<file path="src/rtl/uart_pkg.sv">
// Shared types and constants for the UART receive path.
package uart_pkg;

    typedef enum logic [1:0] {IDLE, START, DATA, STOP} rx_state_t;

    localparam int unsigned OVERSAMPLE = 16;
    localparam int unsigned MID_SAMPLE = 7;

endpackage

</file>
<file path="src/rtl/rx_synchronizer.sv">
// Two-flop synchronizer for an asynchronous level input; resets to 1 (idle line).
module rx_synchronizer (
    input  logic clock,
    input  logic reset,
    input  logic d,
    output logic q
);

    logic meta;

    always_ff @(posedge clock or posedge reset) begin
        if (reset) begin
            meta <= 1'b1;
            q    <= 1'b1;
        end else begin
            meta <= d;
            q    <= meta;
        end
    end

endmodule

</file>
<file path="src/rtl/uart_rx.sv">
// UART receiver: 16x oversampled, mid-bit sampling, LSB-first, single-cycle done pulse.
module uart_rx
    import uart_pkg::*;
#(
    parameter int unsigned DATA_BITS = 8,
    parameter int unsigned SB_TICK   = 16
) (
    input  logic                 clock,
    input  logic                 reset,
    input  logic                 rx,
    input  logic                 s_tick,
    output logic [DATA_BITS-1:0] dout,
    output logic                 rx_done_tick,
    output logic                 frame_err
);

    localparam int unsigned SW = ($clog2(SB_TICK) > 4) ? $clog2(SB_TICK) : 4;
    localparam int unsigned NW = $clog2(DATA_BITS);

    rx_state_t            state;
    logic [SW-1:0]        s_cnt;
    logic [NW-1:0]        n_cnt;
    logic [DATA_BITS-1:0] shift;
    logic                 rx_s;

    rx_synchronizer u_sync (
        .clock (clock),
        .reset (reset),
        .d     (rx),
        .q     (rx_s)
    );

    // Frame sequencer; everything except the start-edge detect waits for s_tick.
    always_ff @(posedge clock or posedge reset) begin
        if (reset) begin
            state        <= IDLE;
            s_cnt        <= '0;
            n_cnt        <= '0;
            shift        <= '0;
            dout         <= '0;
            rx_done_tick <= 1'b0;
            frame_err    <= 1'b0;
        end else begin
            rx_done_tick <= 1'b0;
            case (state)
                IDLE: begin
                    if (!rx_s) begin
                        state <= START;
                        s_cnt <= '0;
                    end
                end
                START: begin
                    if (s_tick) begin
                        if (s_cnt == SW'(MID_SAMPLE)) begin
                            s_cnt <= '0;
                            n_cnt <= '0;
                            // A line that has gone high again by mid start bit was a glitch.
                            state <= rx_s ? IDLE : DATA;
                        end else begin
                            s_cnt <= s_cnt + SW'(1);
                        end
                    end
                end
                DATA: begin
                    if (s_tick) begin
                        if (s_cnt == SW'(OVERSAMPLE - 1)) begin
                            s_cnt <= '0;
                            shift <= {rx_s, shift[DATA_BITS-1:1]};
                            if (n_cnt == NW'(DATA_BITS - 1)) begin
                                state <= STOP;
                            end else begin
                                n_cnt <= n_cnt + NW'(1);
                            end
                        end else begin
                            s_cnt <= s_cnt + SW'(1);
                        end
                    end
                end
                STOP: begin
                    if (s_tick) begin
                        if (s_cnt == SW'(SB_TICK - 1)) begin
                            dout         <= shift;
                            frame_err    <= ~rx_s;
                            rx_done_tick <= 1'b1;
                            state        <= IDLE;
                            s_cnt        <= '0;
                        end else begin
                            s_cnt <= s_cnt + SW'(1);
                        end
                    end
                end
                default: state <= IDLE;
            endcase
        end
    end

endmodule

</file>
<file path="config.mk">
export PLATFORM = sky130hd
export DESIGN_NAME = uart_rx
export DESIGN_NICKNAME = d
export VERILOG_FILES = /design/src/rtl/uart_pkg.sv /design/src/rtl/rx_synchronizer.sv /design/src/rtl/uart_rx.sv
export SDC_FILE = /design/constraint.sdc
export NUM_CORES = 1
export LEC_CHECK = 0
export CAP_MARGIN = 10
export CELL_PAD_IN_SITES_DETAIL_PLACEMENT = 0
export CELL_PAD_IN_SITES_GLOBAL_PLACEMENT = 1
export CORE_ASPECT_RATIO = 1.1
export CORE_MARGIN = 2
export CORE_UTILIZATION = 47
export CTS_BUF_LIST = sky130_fd_sc_hd__clkbuf_2 sky130_fd_sc_hd__clkbuf_4 sky130_fd_sc_hd__clkbuf_8
export DETAILED_ROUTE_END_ITERATION = 10
export HOLD_SLACK_MARGIN = 0.15
export PLACE_DENSITY_LB_ADDON = 0.1
export SLEW_MARGIN = 20
export SYNTH_ARGS = -nofsm -noshare
export SYNTH_HDL_FRONTEND = slang
export SYNTH_SLANG_ARGS = --single-unit
</file>
<file path="constraint.sdc">
create_clock -name clock -period 1.9 [get_ports clock]
set_input_delay 0.38 -clock clock [delete_from_list [all_inputs] [get_ports clock]]
set_output_delay 0.38 -clock clock [all_outputs]
set_load 0.01 [all_outputs]
</file>
## Yosys cells after proc, flatten, opt, wreduce, memory -nomap -nowiden

Index checks and enable logic that the tools add are counted.

| word-level totals | value |
|---|---|
| bits in registers | 29 |
| bits in latches | 0 |
| bits in writable memories | 0 |
| memory bits (read-only) | 0 |
| output and inout port bits | 10 |
| logic and storage cells | 61 |
| memories kept | 0 |

| operators by class | value |
|---|---|
| $add $sub $neg | 2 |
| multipliers | 0 |
| divide/modulo/power cells | 0 |
| magnitude comparators | 0 |
| eq/ne operators | 16 |
| shifts and indexed selects | 0 |
| muxes and demuxes | 25 |
| bitwise logic cells | 1 |
| reductions and logical operators | 8 |

Operators with widths:

| operator | number |
|---|---|
| two-way mux 4 bit | 5 |
| two-way mux 2 bit | 9 |
| inequality test 2 bit, second input constant | 9 |
| two-way mux 3 bit | 5 |
| case mux 4 bit (3 select lines) | 1 |
| AND reduction 3 bit | 3 |
| case mux 2 bit (4 select lines) | 1 |
| AND reduction 8 bit | 1 |
| case mux 3 bit (2 select lines) | 1 |
| AND reduction 6 bit | 1 |
| adder 4 x 1 -> 4 bit, second input constant | 1 |
| == test 2 bit, second input constant | 2 |
| == test 4 x 3 -> 1 bit, second input constant | 1 |
| == test 4 bit, second input constant | 1 |
| adder 3 x 1 -> 3 bit, second input constant | 1 |
| == test 3 bit, second input constant | 1 |
| two-way mux 1 bit | 3 |
| == test 2 x 1 -> 1 bit, second input constant | 1 |
| zero test 2 bit | 1 |
| inequality test 2 x 1 -> 1 bit, second input constant | 1 |
| nonzero test 2 bit | 1 |
| OR reduction 2 bit | 1 |
| inverter 1 bit | 1 |

## Logic depth before layout (Yosys ltp)

Gate-level depths: netlist (run 1).

| depth | value |
|---|---|
| word-level depth | 5 |
| mapped depth | 6 |
| mapped depth without buffers | 5 |

## Hierarchy

A second synthesis (run 1) with hierarchy kept.

| second synthesis, totals | value |
|---|---|
| cell total of the unflattened synthesis | 102 |
| area total of the unflattened synthesis | 1,312.5 um^2 |

By module, submodules not included:

| module | times used | cells each | area an instance (um^2) |
|---|---|---|---|
| uart_rx | 1 | 99 | 1,256.2 |
| rx_synchronizer | 1 | 3 | 56.3 |

## Worst setup path after synthesis (run 1)

OpenSTA, ideal clock, no wires.

| path | value |
|---|---|
| kind | register -> register |
| from | reg s_cnt[0] |
| to | reg dout[0] |
| library setup time | 0.125 ns |
| arrival time | 1.401 ns |
| required time | 1.775 ns |
| slack | 0.374 ns |
| stages on the path, launching flop included | 6 |
| clock period less this slack | 1.526 ns |
| path through | dfrtp_1 > ha_1 > nand4_1 > nor2_1 > buf_6 > mux2_2 |

| between the ends | value |
|---|---|
| longest elaborated chain between the ends | 2 |

Ends and longest elaborated chain:

| element | RTL line | text |
|---|---|---|
| start, declared | uart_rx.sv:21 | `logic [SW-1:0] s_cnt;` |
| start signal, assigned | uart_rx.sv:60 | `s_cnt <= s_cnt + SW'(1);` |
| start signal, assigned | uart_rx.sv:75 | `s_cnt <= s_cnt + SW'(1);` |
| start signal, assigned | uart_rx.sv:88 | `s_cnt <= s_cnt + SW'(1);` |
| == test 4 bit | uart_rx.sv:81 | `if (s_cnt == SW'(SB_TICK - 1)) begin` |
| AND reduction 3 bit (no line) | -- |  |
| end signal, assigned | uart_rx.sv:82 | `dout <= shift;` |
| end, declared | uart_rx.sv:12 | `output logic [DATA_BITS-1:0] dout,` |

Every way passes these cells.
A chain may end at the register's enable or synchronous reset.

## Worst setup path in the final report (run 1)

| path | value |
|---|---|
| from | reg s_cnt[0] |
| to | reg dout[1] |

Same word-level chain as after synthesis.

==> results.json, run 1 <==
{
  "dr.first_iter.drc_count": 15,
  "ctsResizeCount": 0,
  "finalWeightedCongestion": 0.678,
  "p_int_uw": 1020,
  "p_sw_share_pct": 30.4,
  "io_buffers": 13,
  "grt_pass1_wl_mm": 3.60,
  "core_mm2": 0.00270,
  "fin_cells": 154,
  "startpoint_type": "register",
  "clkPwrFrac_pct": 28.8,
  "rows": 20,
  "yosys.area.top_type_share_pct": 51.8,
  "dieArea_mm2": 0.00321,
  "power_uw": 1460,
  "ys.flop_type": "dfrtp_1",
  "cts_tree": "yes",
  "period_share_pct": 86.6,
  "place_area_mm2": 0.00147,
  "critPathKind": "register to register",
  "ys_seq_elements": 29,
  "timing.slew.headroom_pct": 71.0,
  "slew_viol_final": 0,
  "nets": 127,
  "wirelength_mm": 2.16,
  "yosys_warnings": 0,
  "wl_per_cell_um": 14.0,
  "crit_fanout": 11,
  "ys_types": 30,
  "ant_nets": 0,
  "tightest_slew_ns": 0.435,
  "outcome": "finished, final reports clean",
  "ys_top_cells_by_area": "dfrtp_1 (52%), mux2_2 (15%), dfstp_2 (4.0%)",
  "routed_via_density": 5.40,
  "yosys.area.top_type": "dfrtp_1",
  "dpl.hpwl_mm": 1.55,
  "post-cts-setup-buffers": 0,
  "synth_common_cells": "dfrtp_1 (27), mux2_2 (17), nor2_1 (8), a21oi_1 (5)",
  "rsz0062_at_grt": "false",
  "yosysMostFrequentCell": "dfrtp_1",
  "yosysSeqAreaShare_pct": 55.9,
  "drc": 0,
  "design.portCount": 14,
  "drive_above_1_share_pct": 33.1,
  "num_antenna_cells": 0,
  "setup_violations": 0,
  "period_needed_ns": 1.65,
  "cts.sinks": 29,
  "die_width_um": 54.2,
  "synth_area_per_cell_um2": 13.2,
  "vias": 831,
  "cp_data_arrival_time_ns": 1.86,
  "die_y_um": 59.2,
  "clk-insertion-delay-late_ns": 0.32,
  "grt_max_degree": 14,
  "track_usage_pct": 16.5,
  "clkSlewWorstSetupHoldPaths_ns": 0.09,
  "dp_cells": 146,
  "ctsLongestPathBuffers": 2,
  "htreeDepth": 2,
  "antenna_found_initial": 0,
  "first_pass_iters": 4,
  "area_growth_pct": 18.2,
  "synth-async-reset-ratio_pct": 100,
  "synth_edf_count": 0,
  "fmax_mhz": 608,
  "crit_required_ns": 2.11,
  "fill_cells": 225,
  "numCtsBuffers": 5,
  "hold_buffers": 0,
  "finalSetupTns_ns": 0,
  "finish.instance_area_mm2": 0.00154,
  "powerDensity_mw_per_mm2": 946,
  "syn-cell-area_mm2": 0.00130,
  "syn_inst": 99,
  "worstSetupEndpointType": "register",
  "overflow": 0,
  "clock_skew_ns": 0.00543,
  "cap_violations": 0,
  "syn_nets": 106,
  "p_leak_uw": 0.000735,
  "sequentialPowerShare_pct": 55.0,
  "hold_class": "primary input to async pin",
  "pwr-share-comb_pct": 16.1,
  "switching_power_uw": 443,
  "hold_viol_final": 0,
  "grt_pass1_vias": 813,
  "worst_ir_drop_vdd_mv": 0.561,
  "start_util_pct": 48.2,
  "cts_root_buf": "clkbuf_4"
}
worst paths after layout:
kind	startpoint	end	slack (ns)	cells past startpoint
max in group asynchronous	reset	u_sync.meta	0.99	3
max	s_cnt[0]	dout[1]	0.25	5
min in group clock	u_sync.meta	u_sync.q	0.36	0
min	reset	state[0]	0.33	2
min reg2reg	u_sync.meta	u_sync.q	0.36	0
max reg2reg	s_cnt[0]	dout[1]	0.25	5
per-stage QoR:
stage          util (%)  worst slack (ns)  hold WS (ns)
6_report           57.0             0.254         0.326
5_1_grt            57.0             0.144         0.368
4_1_cts            57.0             0.237         0.334
3_5_place_dp       54.4            0.0582         0.349
3_3_place_gp       54.4            0.0460         0.346
2_1_floorplan         -             0.374         0.345
power by group through the flow:
stage	Combinational, uW	Sequential (uW)	Clock [uW]
finish	235	803	420
global route	270	818	467
CTS	240	803	436
detailed placement	238	816	0
global placement	229	809	0
floorplan	299	723	0
per-layer routing:
metal / track usage (%) / wire length (um) / vias up
li1: - / - / 395
met5: 0 / 0 / -
met2: 24.8 / 1100 / 11
met1: 19.4 / 955 / 421
met3: 5.30 / 74 / 4
met4: 11.8 / 33 / 0
placed cells by master, fill, tap and decap left out, types with 3 or more instances in the layout:
cell type,netlist,routed
nor2_1,8,8
ha_1,3,3
dfrtp_1,27,27
mux2_2,17,17
clkdlybuf4s50_1,0,13
nand2_1,3,3
a21oi_1,5,5
buf_4,2,6
clkbuf_4,0,5
o21ai_0,3,3
sequential cells by signal (all words and copies together) (netlist names), named ones only:
name          cells
dout              8
frame_err         1
n_cnt             3
rx_done_tick      1
s_cnt             4
shift             8
state             1
u_sync.meta       1
u_sync.q          1
worst max-delay path, stage by stage (launching register included):
cell and delay (ns):
dfrtp_1 0.41, ha_1 0.29, nand4_1 0.15, nor2_1 0.14, buf_4 0.20, mux2_2 0.35
cells by family (layout without fill, tap and decap cells):
group	Yosys count	in the layout	share of synthesized area, %
fa+ha+maj	3	3	2.88
compound gates	14	14	7.20
flops	29	29	55.9
xor+xnor	1	1	0.672
mux	17	17	14.7
buf+inv	7	29	4.32
simple gates	28	28	14.4
final cells by class:
cell class	count	area [um^2]	share of cell area, %
Sequential cell	29	728	47.2
Inverter	2	7.51	0.487
Tap cell	33	41.3	2.68
Multi-Input combinational cell	63	519	33.7
Timing Repair Buffer	19	175	11.4
Clock buffer	7	65.1	4.22
Clock inverter	1	5.00	0.325
Power figures use the tool's default switching activity.
==> run 2: changes to the inputs <==
--- a/config.mk
+++ b/config.mk
@@ -5,7 +5,7 @@
 export SDC_FILE = /design/constraint.sdc
 export NUM_CORES = 1
 export LEC_CHECK = 0
-export CAP_MARGIN = 10
+export CAP_MARGIN = 20
 export CELL_PAD_IN_SITES_DETAIL_PLACEMENT = 0
 export CELL_PAD_IN_SITES_GLOBAL_PLACEMENT = 1
 export CORE_ASPECT_RATIO = 1.1
==> results of run 2 <==
No change in the layout: final DEF, timing and power equal those of run 1.
